**src/rtl/lcd_overlay_ctrl.sv**
```systemverilog
// LCD overlay controller: button-steered box with per-frame mode, applied to a
// 2-cycle RGB/sync pipeline.
module lcd_overlay_ctrl #(
  parameter int unsigned CW     = 8,
  parameter int unsigned HACT   = 800,
  parameter int unsigned VACT   = 480,
  parameter int unsigned BOX_W  = 64,
  parameter int unsigned BOX_H  = 64,
  parameter int unsigned STEP_S = 5,
  parameter int unsigned STEP_L = 10,
  parameter int unsigned XW     = 11,
  parameter int unsigned YW     = 10
) (
  input  logic          CLK,
  input  logic          nRESET,
  input  logic          Hsync,
  input  logic          Vsync,
  input  logic          DE_in,
  input  logic [CW-1:0] R_in,
  input  logic [CW-1:0] G_in,
  input  logic [CW-1:0] B_in,
  input  logic [3:0]    PushButton,
  input  logic [1:0]    SW,
  input  logic [1:0]    MODE,
  output logic [CW-1:0] R,
  output logic [CW-1:0] G,
  output logic [CW-1:0] B,
  output logic          Hsync_out,
  output logic          Vsync_out,
  output logic          DE_out,
  output logic          Tpower,
  output logic [XW-1:0] box_x,
  output logic [YW-1:0] box_y
);

  localparam int unsigned XE     = XW + 1;
  localparam int unsigned YE     = YW + 1;
  localparam int unsigned X_MAX  = HACT - BOX_W;
  localparam int unsigned Y_MAX  = VACT - BOX_H;
  localparam int unsigned X_INIT = X_MAX / 2;
  localparam int unsigned Y_INIT = Y_MAX / 2;

  logic [3:0]    btn_s1, btn_s2, btn_prev, pend;
  logic [2:0]    arm;
  logic          vs_q, de_q, run;
  logic [1:0]    mode_q;
  logic [XW-1:0] hcnt;
  logic [YW-1:0] vcnt;
  logic [CW-1:0] s1_r, s1_g, s1_b;
  logic          s1_de, s1_hs, s1_vs;

  logic          frame_start_c, inside_c, pix_en_c;
  logic [3:0]    event_c;
  logic [XE-1:0] step_x_c;
  logic [YE-1:0] step_y_c;
  logic [XW-1:0] next_x_c;
  logic [YW-1:0] next_y_c;

  function automatic logic [XW-1:0] move_x(input logic [XW-1:0] cur, input logic inc,
                                           input logic dec, input logic [XE-1:0] step);
    logic [XE-1:0] w;
    w = {1'b0, cur};
    if (inc && !dec) begin
      w = w + step;
      if (w > XE'(X_MAX)) w = XE'(X_MAX);
    end else if (dec && !inc) begin
      w = (w >= step) ? w - step : '0;
    end
    return w[XW-1:0];
  endfunction

  function automatic logic [YW-1:0] move_y(input logic [YW-1:0] cur, input logic inc,
                                           input logic dec, input logic [YE-1:0] step);
    logic [YE-1:0] w;
    w = {1'b0, cur};
    if (inc && !dec) begin
      w = w + step;
      if (w > YE'(Y_MAX)) w = YE'(Y_MAX);
    end else if (dec && !inc) begin
      w = (w >= step) ? w - step : '0;
    end
    return w[YW-1:0];
  endfunction

  function automatic logic [CW-1:0] xform(input logic [CW-1:0] v, input logic ins,
                                          input logic [1:0] m);
    logic [CW-1:0] o;
    case (m)
      2'd1:    o = ins ? v : '0;
      2'd2:    o = ins ? '0 : v;
      2'd3:    o = ins ? ~v : v;
      default: o = v;
    endcase
    return o;
  endfunction

  // Events are masked until the synchroniser has flushed its reset value.
  always_comb begin
    frame_start_c = vs_q & ~Vsync;
    event_c       = arm[2] ? (btn_prev & ~btn_s2) : 4'b0000;
    step_x_c      = SW[0] ? XE'(STEP_L) : XE'(STEP_S);
    step_y_c      = SW[0] ? YE'(STEP_L) : YE'(STEP_S);
    next_x_c      = move_x(box_x, pend[1], pend[0], step_x_c);
    next_y_c      = move_y(box_y, pend[3], pend[2], step_y_c);
    pix_en_c      = DE_in & run;
    inside_c      = ({1'b0, hcnt} >= {1'b0, box_x}) &&
                    ({1'b0, hcnt} <  ({1'b0, box_x} + XE'(BOX_W))) &&
                    ({1'b0, vcnt} >= {1'b0, box_y}) &&
                    ({1'b0, vcnt} <  ({1'b0, box_y} + YE'(BOX_H)));
  end

  always_ff @(posedge CLK) begin
    if (!nRESET) begin
      btn_s1    <= 4'hF;
      btn_s2    <= 4'hF;
      btn_prev  <= 4'h0;
      arm       <= '0;
      pend      <= '0;
      vs_q      <= 1'b0;
      de_q      <= 1'b0;
      run       <= 1'b0;
      mode_q    <= '0;
      hcnt      <= '0;
      vcnt      <= '0;
      box_x     <= XW'(X_INIT);
      box_y     <= YW'(Y_INIT);
      s1_r      <= '0;
      s1_g      <= '0;
      s1_b      <= '0;
      s1_de     <= 1'b0;
      s1_hs     <= 1'b1;
      s1_vs     <= 1'b1;
      R         <= '0;
      G         <= '0;
      B         <= '0;
      DE_out    <= 1'b0;
      Hsync_out <= 1'b1;
      Vsync_out <= 1'b1;
      Tpower    <= 1'b0;
    end else begin
      btn_s1   <= PushButton;
      btn_s2   <= btn_s1;
      btn_prev <= btn_s2;
      arm      <= {arm[1:0], 1'b1};
      vs_q     <= Vsync;
      de_q     <= DE_in;
      Tpower   <= 1'b1;

      // Events landing on the frame-start cycle carry over to the next frame.
      if (SW[1])              pend <= '0;
      else if (frame_start_c) pend <= event_c;
      else                    pend <= pend | event_c;

      if (frame_start_c) begin
        box_x  <= next_x_c;
        box_y  <= next_y_c;
        mode_q <= MODE;
        run    <= 1'b1;
      end

      if (DE_in) begin
        if (hcnt != '1) hcnt <= hcnt + 1'b1;
      end else begin
        hcnt <= '0;
      end

      if (frame_start_c)                       vcnt <= '0;
      else if (de_q && !DE_in && vcnt != '1)   vcnt <= vcnt + 1'b1;

      s1_r      <= pix_en_c ? xform(R_in, inside_c, mode_q) : '0;
      s1_g      <= pix_en_c ? xform(G_in, inside_c, mode_q) : '0;
      s1_b      <= pix_en_c ? xform(B_in, inside_c, mode_q) : '0;
      s1_de     <= pix_en_c;
      s1_hs     <= Hsync;
      s1_vs     <= Vsync;
      R         <= s1_r;
      G         <= s1_g;
      B         <= s1_b;
      DE_out    <= s1_de;
      Hsync_out <= s1_hs;
      Vsync_out <= s1_vs;
    end
  end

endmodule

```
**config.mk**
```make
export PLATFORM = sky130hd
export DESIGN_NAME = lcd_overlay_ctrl
export DESIGN_NICKNAME = d
export VERILOG_FILES = /design/src/rtl/lcd_overlay_ctrl.sv
export SDC_FILE = /design/constraint.sdc
export NUM_CORES = 1
export LEC_CHECK = 0
export BUFFER_PORTS_ARGS = -buffer_cell sky130_fd_sc_hd__buf_2
export CAP_MARGIN = 20
export CORE_ASPECT_RATIO = 1.4
export CORE_UTILIZATION = 64
export DETAILED_ROUTE_END_ITERATION = 10
export PLACE_DENSITY = 0.86
export SLEW_MARGIN = 10
export SYNTH_ARGS = -nofsm -noshare
export SYNTH_HDL_FRONTEND = slang
export SYNTH_SLANG_ARGS = --single-unit
```
**constraint.sdc**
```tcl
create_clock -name CLK -period 7.4 [get_ports CLK]
set_input_delay 0.74 -clock CLK [delete_from_list [all_inputs] [get_ports CLK]]
set_output_delay 0.74 -clock CLK [all_outputs]
set_load 0.02 [all_outputs]
```
==> results.json, run 1 <==
{
  "core_area_um2": 11400,
  "synth_edf_count": 0,
  "r2r_end": "s1_r[7]",
  "synth_area_leaders": "dfxtp_1, ha_1, a211oi_1",
  "final_util": 0.757,
  "setup_viol": 0,
  "cp.arrival_ps": 4410,
  "grtUsageTotal": 0.296,
  "clkTransAtPathRegs_ps": 60,
  "period_share": 0.554,
  "tritoncts": "done",
  "cts_hold_buf": 0,
  "ctsResizeCount": 0,
  "die_h_um": 131,
  "initial_utilization": 0.664,
  "dp_hpwl_mm": 12.0,
  "reg2regPathDepth": 12,
  "slew_viol_final": 0,
  "routabilityCongestion": 0.927,
  "grt_max_degree": 80,
  "clkLatencyLatePin_ps": 420,
  "ys_ff_latch": 120,
  "synth.most_common_cell": "dfxtp_1",
  "core.rowCount": 46,
  "worst_ep_required_time_ps": 7710,
  "post_route_cells_drive_above_1_share": 0.156,
  "synth_compound_area_frac": 0.211,
  "area_growth_syn_to_layout_pct": 14.0,
  "synth-xor-area-share": 0.0289,
  "final.setup_skew_ps": 11.4,
  "finalSetupTns_ps": 0,
  "cts_buffers": 17,
  "r2r_slack_ps": 3300,
  "wl_mm": 17.4,
  "cts_setup_buffers": 0,
  "clock.fmax_mhz": 244,
  "final_area_um2": 8620,
  "synthCells": 858,
  "vdd_drop_max_mv": 0.144,
  "grt_pass1_wl_mm": 28.4,
  "ys_seq_area_frac": 0.317,
  "drt-pass1-iter-count": 5,
  "ys_warn_count": 0,
  "synthSimpleGateAreaFrac": 0.186,
  "holdPathEnd": "btn_s2[0]",
  "drv_cap": 0,
  "p_per_area_nw_per_um2": 187,
  "n_antenna_cell": 0,
  "synth_area_leader_cell": "dfxtp_1",
  "drt-wirelength-per-cell_um": 16.1,
  "rsz0062_at_grt": "false",
  "synth.top_cell.area_share": 0.317,
  "critPathCaptureType": "flop",
  "cp-start-kind": "flop",
  "area.sequential_um2": 2400,
  "clock_sinks": 120,
  "yosys-top-cells-count": "dfxtp_1, ha_1, inv_1",
  "post-route-drc-count": 0,
  "die_w_um": 93.9,
  "viasPerCell": 6.11,
  "synth_mux_area_frac": 0.0260,
  "hold_path_depth": 1,
  "ant_nets": 0,
  "drtIter0Drc": 307,
  "synthesis.area_um2": 7570,
  "hp-class": "reg2reg",
  "final_hold_viol_count": 0,
  "place_area_um2": 8030,
  "port_buffers": 85,
  "synth_area_per_cell_um2": 8.82,
  "io_pins": 86,
  "min_from": "btn_s1[0]",
  "synth_fa_ha_area_frac": 0.179,
  "synth-main-ff-cell": "dfxtp_1",
  "max_slew_margin": 0.316,
  "criticalPathCategory": "reg2reg",
  "via_count": 6597,
  "crit-reg2reg-launch": "box_x[4]",
  "fin_crit_ps": 4100,
  "fillCellCount": 842,
  "crit_fanout": 24,
  "cts-root-buf": "clkbuf_16",
  "nets": 1066,
  "ys_types": 73,
  "antenna_found_initial": 0,
  "status": "complete, no violations",
  "grt.overflow.total": 0,
  "multiInputGateArea_um2": 4770,
  "leakagePower_nw": 3.71,
  "syn-num-nets": 1001,
  "synth_top_family_by_area": "compound AO/OA/AOI/OAI gates",
  "h-tree-depth": 4,
  "worstMarginPinSlew_ps": 1030,
  "cts_buffer_depth": 2,
  "die_area_um2": 12300,
  "synthArstFlopShare": 0,
  "grt_pass1_vias": 6282
}
==> layer usage <==
metal  wire length [um]  global-route usage
met2               9160               0.544
met3               1180              0.0764
met5                  0                   0
met4                301               0.119
met1               6770               0.320
==> report_power, final <==
group,leakage [nW],internal (W),switching [W]
Combinational,2.45,0.0000477,0.0000691
Sequential,0.975,0.000658,0.00000911
Clock,0.284,0.000518,0.000311
==> flip-flops by register name, summed over array words and instances (netlist names), 2 cells and up <==
register and flops:
box_x 11, s1_b 8, arm 2, hcnt 11
box_y 10, B 8, btn_prev 4, G 8
pend 4, s1_r 8, vcnt 10, mode_q 2
btn_s2 4, s1_g 8, btn_s1 4, R 8
==> cells by family after synthesis <==
logic type      Yosys count
compound gates          227
xor+xnor                 25
fa+ha+maj               106
buf+inv                 100
flops                   120
mux                      12
simple gates            268
==> final cells by class <==
cell class	count	share of cell area
tap	144	0.0209
timing repair buffer	89	0.0528
clock inverter	12	0.0162
clock buffer	20	0.0530
sequential	120	0.279
inverter	57	0.0248
multi-input combinational	638	0.554
==> how the worst max path moves through the flow <==
stage / from / end / cells past startpoint
2_1_floorplan: box_x[4] / s1_r[0] / 14
3_3_place_gp: SW[0] / box_y[3] / 13
3_5_place_dp: SW[0] / box_y[3] / 13
4_1_cts: box_x[4] / s1_r[7] / 12
5_1_grt: box_x[4] / s1_r[7] / 12
6_report: box_x[4] / s1_r[7] / 12
==> cell usage in the layout (no fill, tap or decap), types with 5 or more instances in the layout <==
master     instances
and3_1             5
o211ai_1          11
xor2_1             9
o21a_1             6
nor2b_1           34
a211oi_1          46
nand2b_1          20
a21oi_1           38
a31oi_1           14
or3_1              9
buf_2             85
mux4_2             6
inv_1             55
nand2_1           52
o21ai_0           47
nand4_1           11
o21ai_1           10
nand3_1           27
o21bai_1           5
ha_1             102
clkbuf_16         17
nor2_1            50
nor3_1            10
mux2i_1            5
and2_1            33
a21o_1             6
xnor2_1           16
dfxtp_1          119
==> through the flow <==
step / cells / total power (W) / worst slack, ps / hold slack [ps]
after floorplan: 858 / 0.000758 / 3630 / 386
after global placement: 1048 / 0.000789 / 3260 / 390
after global routing: 1080 / 0.00166 / 2880 / 426
final: 1080 / 0.00161 / 3300 / 409
after detailed placement: 1048 / 0.000794 / 3140 / 393
after CTS: 1080 / 0.00162 / 3230 / 408
==> critical path, cell delays in order, from the launching register on <==
cell and delay, ps:
dfxtp_1 580, inv_1 180, ha_1 360, a21o_1 190, a211oi_1 240, o21bai_1 100
a211oi_1 250, o21ai_1 100, a2bb2oi_1 360, and3_1 920, ha_1 310, o21ai_0 100
a211oi_1 290
(Power assumes the default switching activity.)
==> inputs of run 2 (changes only) <==
- CORE_UTILIZATION: 64 -> 60
- PLACE_DENSITY: 0.86 -> 0.82
- clock period: 7.4 -> 4 ns (I/O delays scaled with it)
==> run 2 against run 1 <==
Against the previous run: clock-buffer cell count grew 1; non-clock buffer count grew 12; power grew 99%; global-route usage shrank 2.4 points; maximum frequency grew 12%; sequential power grew 84%; flip-flop and latch count is the same; critical endpoint is now s1_g[6]; clock power grew 110%; combinational power grew 96%; worst hold slack lost 230 ps; sequential share of layout area shrank 0.59 points.
==> results.json, run 2 (same netlist as run 1, synthesis figures left out) <==
{
  "clkPwrFrac": 0.548,
  "worst_ep_required_time_ps": 4250,
  "slew_viol_final": 0,
  "final_util": 0.716,
  "drv_cap": 0,
  "p_per_area_nw_per_um2": 365,
  "cts_buffer_depth": 2,
  "cp-start-kind": "flop",
  "cts_hold_buf": 0,
  "finalSetupTns_ps": 0,
  "r2r_slack_ps": 340,
  "dp_hpwl_mm": 12.2,
  "critPathCaptureType": "flop",
  "fin_crit_ps": 3660,
  "hp-class": "in2reg",
  "cpMaxStageDelayCell": "mux4_2",
  "final_cell_mix": "dfxtp_1, ha_1, buf_2",
  "drt-wirelength-per-cell_um": 15.9,
  "clkLatencyLatePin_ps": 410,
  "n_antenna_cell": 0,
  "place_area_um2": 8130,
  "initial_utilization": 0.615,
  "die_w_um": 96.9,
  "period_share": 0.916,
  "vdd_drop_max_mv": 0.298,
  "cp.arrival_ps": 3910,
  "nets": 1078,
  "pwr-share-seq": 0.381,
  "antenna_found_initial": 1,
  "grt_pass1_wl_mm": 29.0,
  "final_area_um2": 8810,
  "cts_buffers": 17,
  "final_hold_viol_count": 0,
  "io_pins": 86,
  "layout_commonest_cell": "dfxtp_1",
  "ctsResizeCount": 0,
  "die_area_um2": 13100,
  "cts_setup_buffers": 0,
  "dp_slack_ps": 349,
  "p_int_w": 0.00253,
  "via_count": 6563,
  "grtUsageTotal": 0.272,
  "area_growth_syn_to_layout_pct": 16.4,
  "combPwrFrac": 0.071,
  "crit_fanout": 24,
  "port_buffers": 85,
  "clock.fmax_mhz": 273,
  "rsz0062_at_grt": "false",
  "viasPerCell": 5.98,
  "core.rowCount": 48,
  "core_area_um2": 12300,
  "setup_viol": 0,
  "switching_share": 0.213,
  "grt.overflow.total": 0,
  "p_total_w": 0.00321,
  "drt-pass1-iter-count": 6,
  "max_slew_margin": 0.366,
  "tritoncts": "done",
  "worstPathCellList": "inv_1 > ha_1 > a21o_1 > a21o_1 > a211oi_1 > o21bai_1 > a211oi_1 > o21ai_1 > a2bb2oi_1 > nand3_1 > buf_4 > ha_1 > inv_1 > mux4_2 > nor2b_1",
  "p_sw_w": 0.000684,
  "post-route-drc-count": 0,
  "reg_top3": "box_x: 11 flops, hcnt: 11 flops",
  "final.setup_skew_ps": 10.3,
  "max_stage_delay_ps": 450,
  "routabilityCongestion": 0.917,
  "criticalPathCategory": "reg2reg",
  "worstMarginPinSlew_ps": 948,
  "ant_nets": 0,
  "leakagePower_nw": 3.82,
  "clkTransAtPathRegs_ps": 60,
  "grt_max_degree": 80,
  "post_route_cells_drive_above_1_share": 0.166,
  "drtIter0Drc": 286,
  "h-tree-depth": 4,
  "clock_sinks": 120,
  "setup_ws_ps": 337,
  "cts-root-buf": "clkbuf_16",
  "status": "complete, no violations",
  "grt_pass1_vias": 6296,
  "wl_mm": 17.5,
  "die_h_um": 135
}
run 2: routing by layer:
layer | track usage | wire (um)
met4 | 0.139 | 613
met5 | 0 | 13
met1 | 0.293 | 6890
met3 | 0.0751 | 1130
met2 | 0.485 | 8840
run 2: final cells by class:
class / instances / area [um^2]
Clock buffer: 21 / 470
Timing Repair Buffer: 101 / 546
Sequential cell: 120 / 2400
Inverter: 57 / 214
Multi-Input combinational cell: 638 / 4770
Tap cell: 150 / 188
Clock inverter: 10 / 215
Fill cell: 926 / 3500
run 2: worst paths after layout:
kind / start / end / depth (start not counted)
max: box_x[3] / s1_g[6] / 15
min: PushButton[1] / btn_s1[1] / 2
max reg2reg: box_x[3] / s1_g[6] / 15
min reg2reg: s1_vs / Vsync_out / 1
run 2: per-stage QoR:
| stage | std cells | hold slack [ps] |
|---|---|---|
| finish | 1097 | 177 |
| global route | 1097 | 163 |
| CTS | 1097 | 165 |
| detailed placement | 1066 | 392 |
| global placement | 1066 | 388 |
| floorplan | 858 | 386 |
run 2: worst max-delay path: cells and delay by family, from the launching register on:
family / cells / cell delay, ps
multiplexers: 1 / 450
AO/OA/AOI/OAI: 7 / 1360
buffers and inverters: 3 / 350
flip-flops: 1 / 440
adder cells (fa/ha/maj): 2 / 620
AND/OR/NAND/NOR: 2 / 270
run 2: power groups by stage:
stage	registers [W]	logic (W)	clock network, W
2_1_floorplan	0.00126	0.000143	0
3_3_place_gp	0.00125	0.000219	0
3_5_place_dp	0.00125	0.000227	0
4_1_cts	0.00123	0.000230	0.00178
5_1_grt	0.00123	0.000257	0.00184
6_report	0.00123	0.000229	0.00176
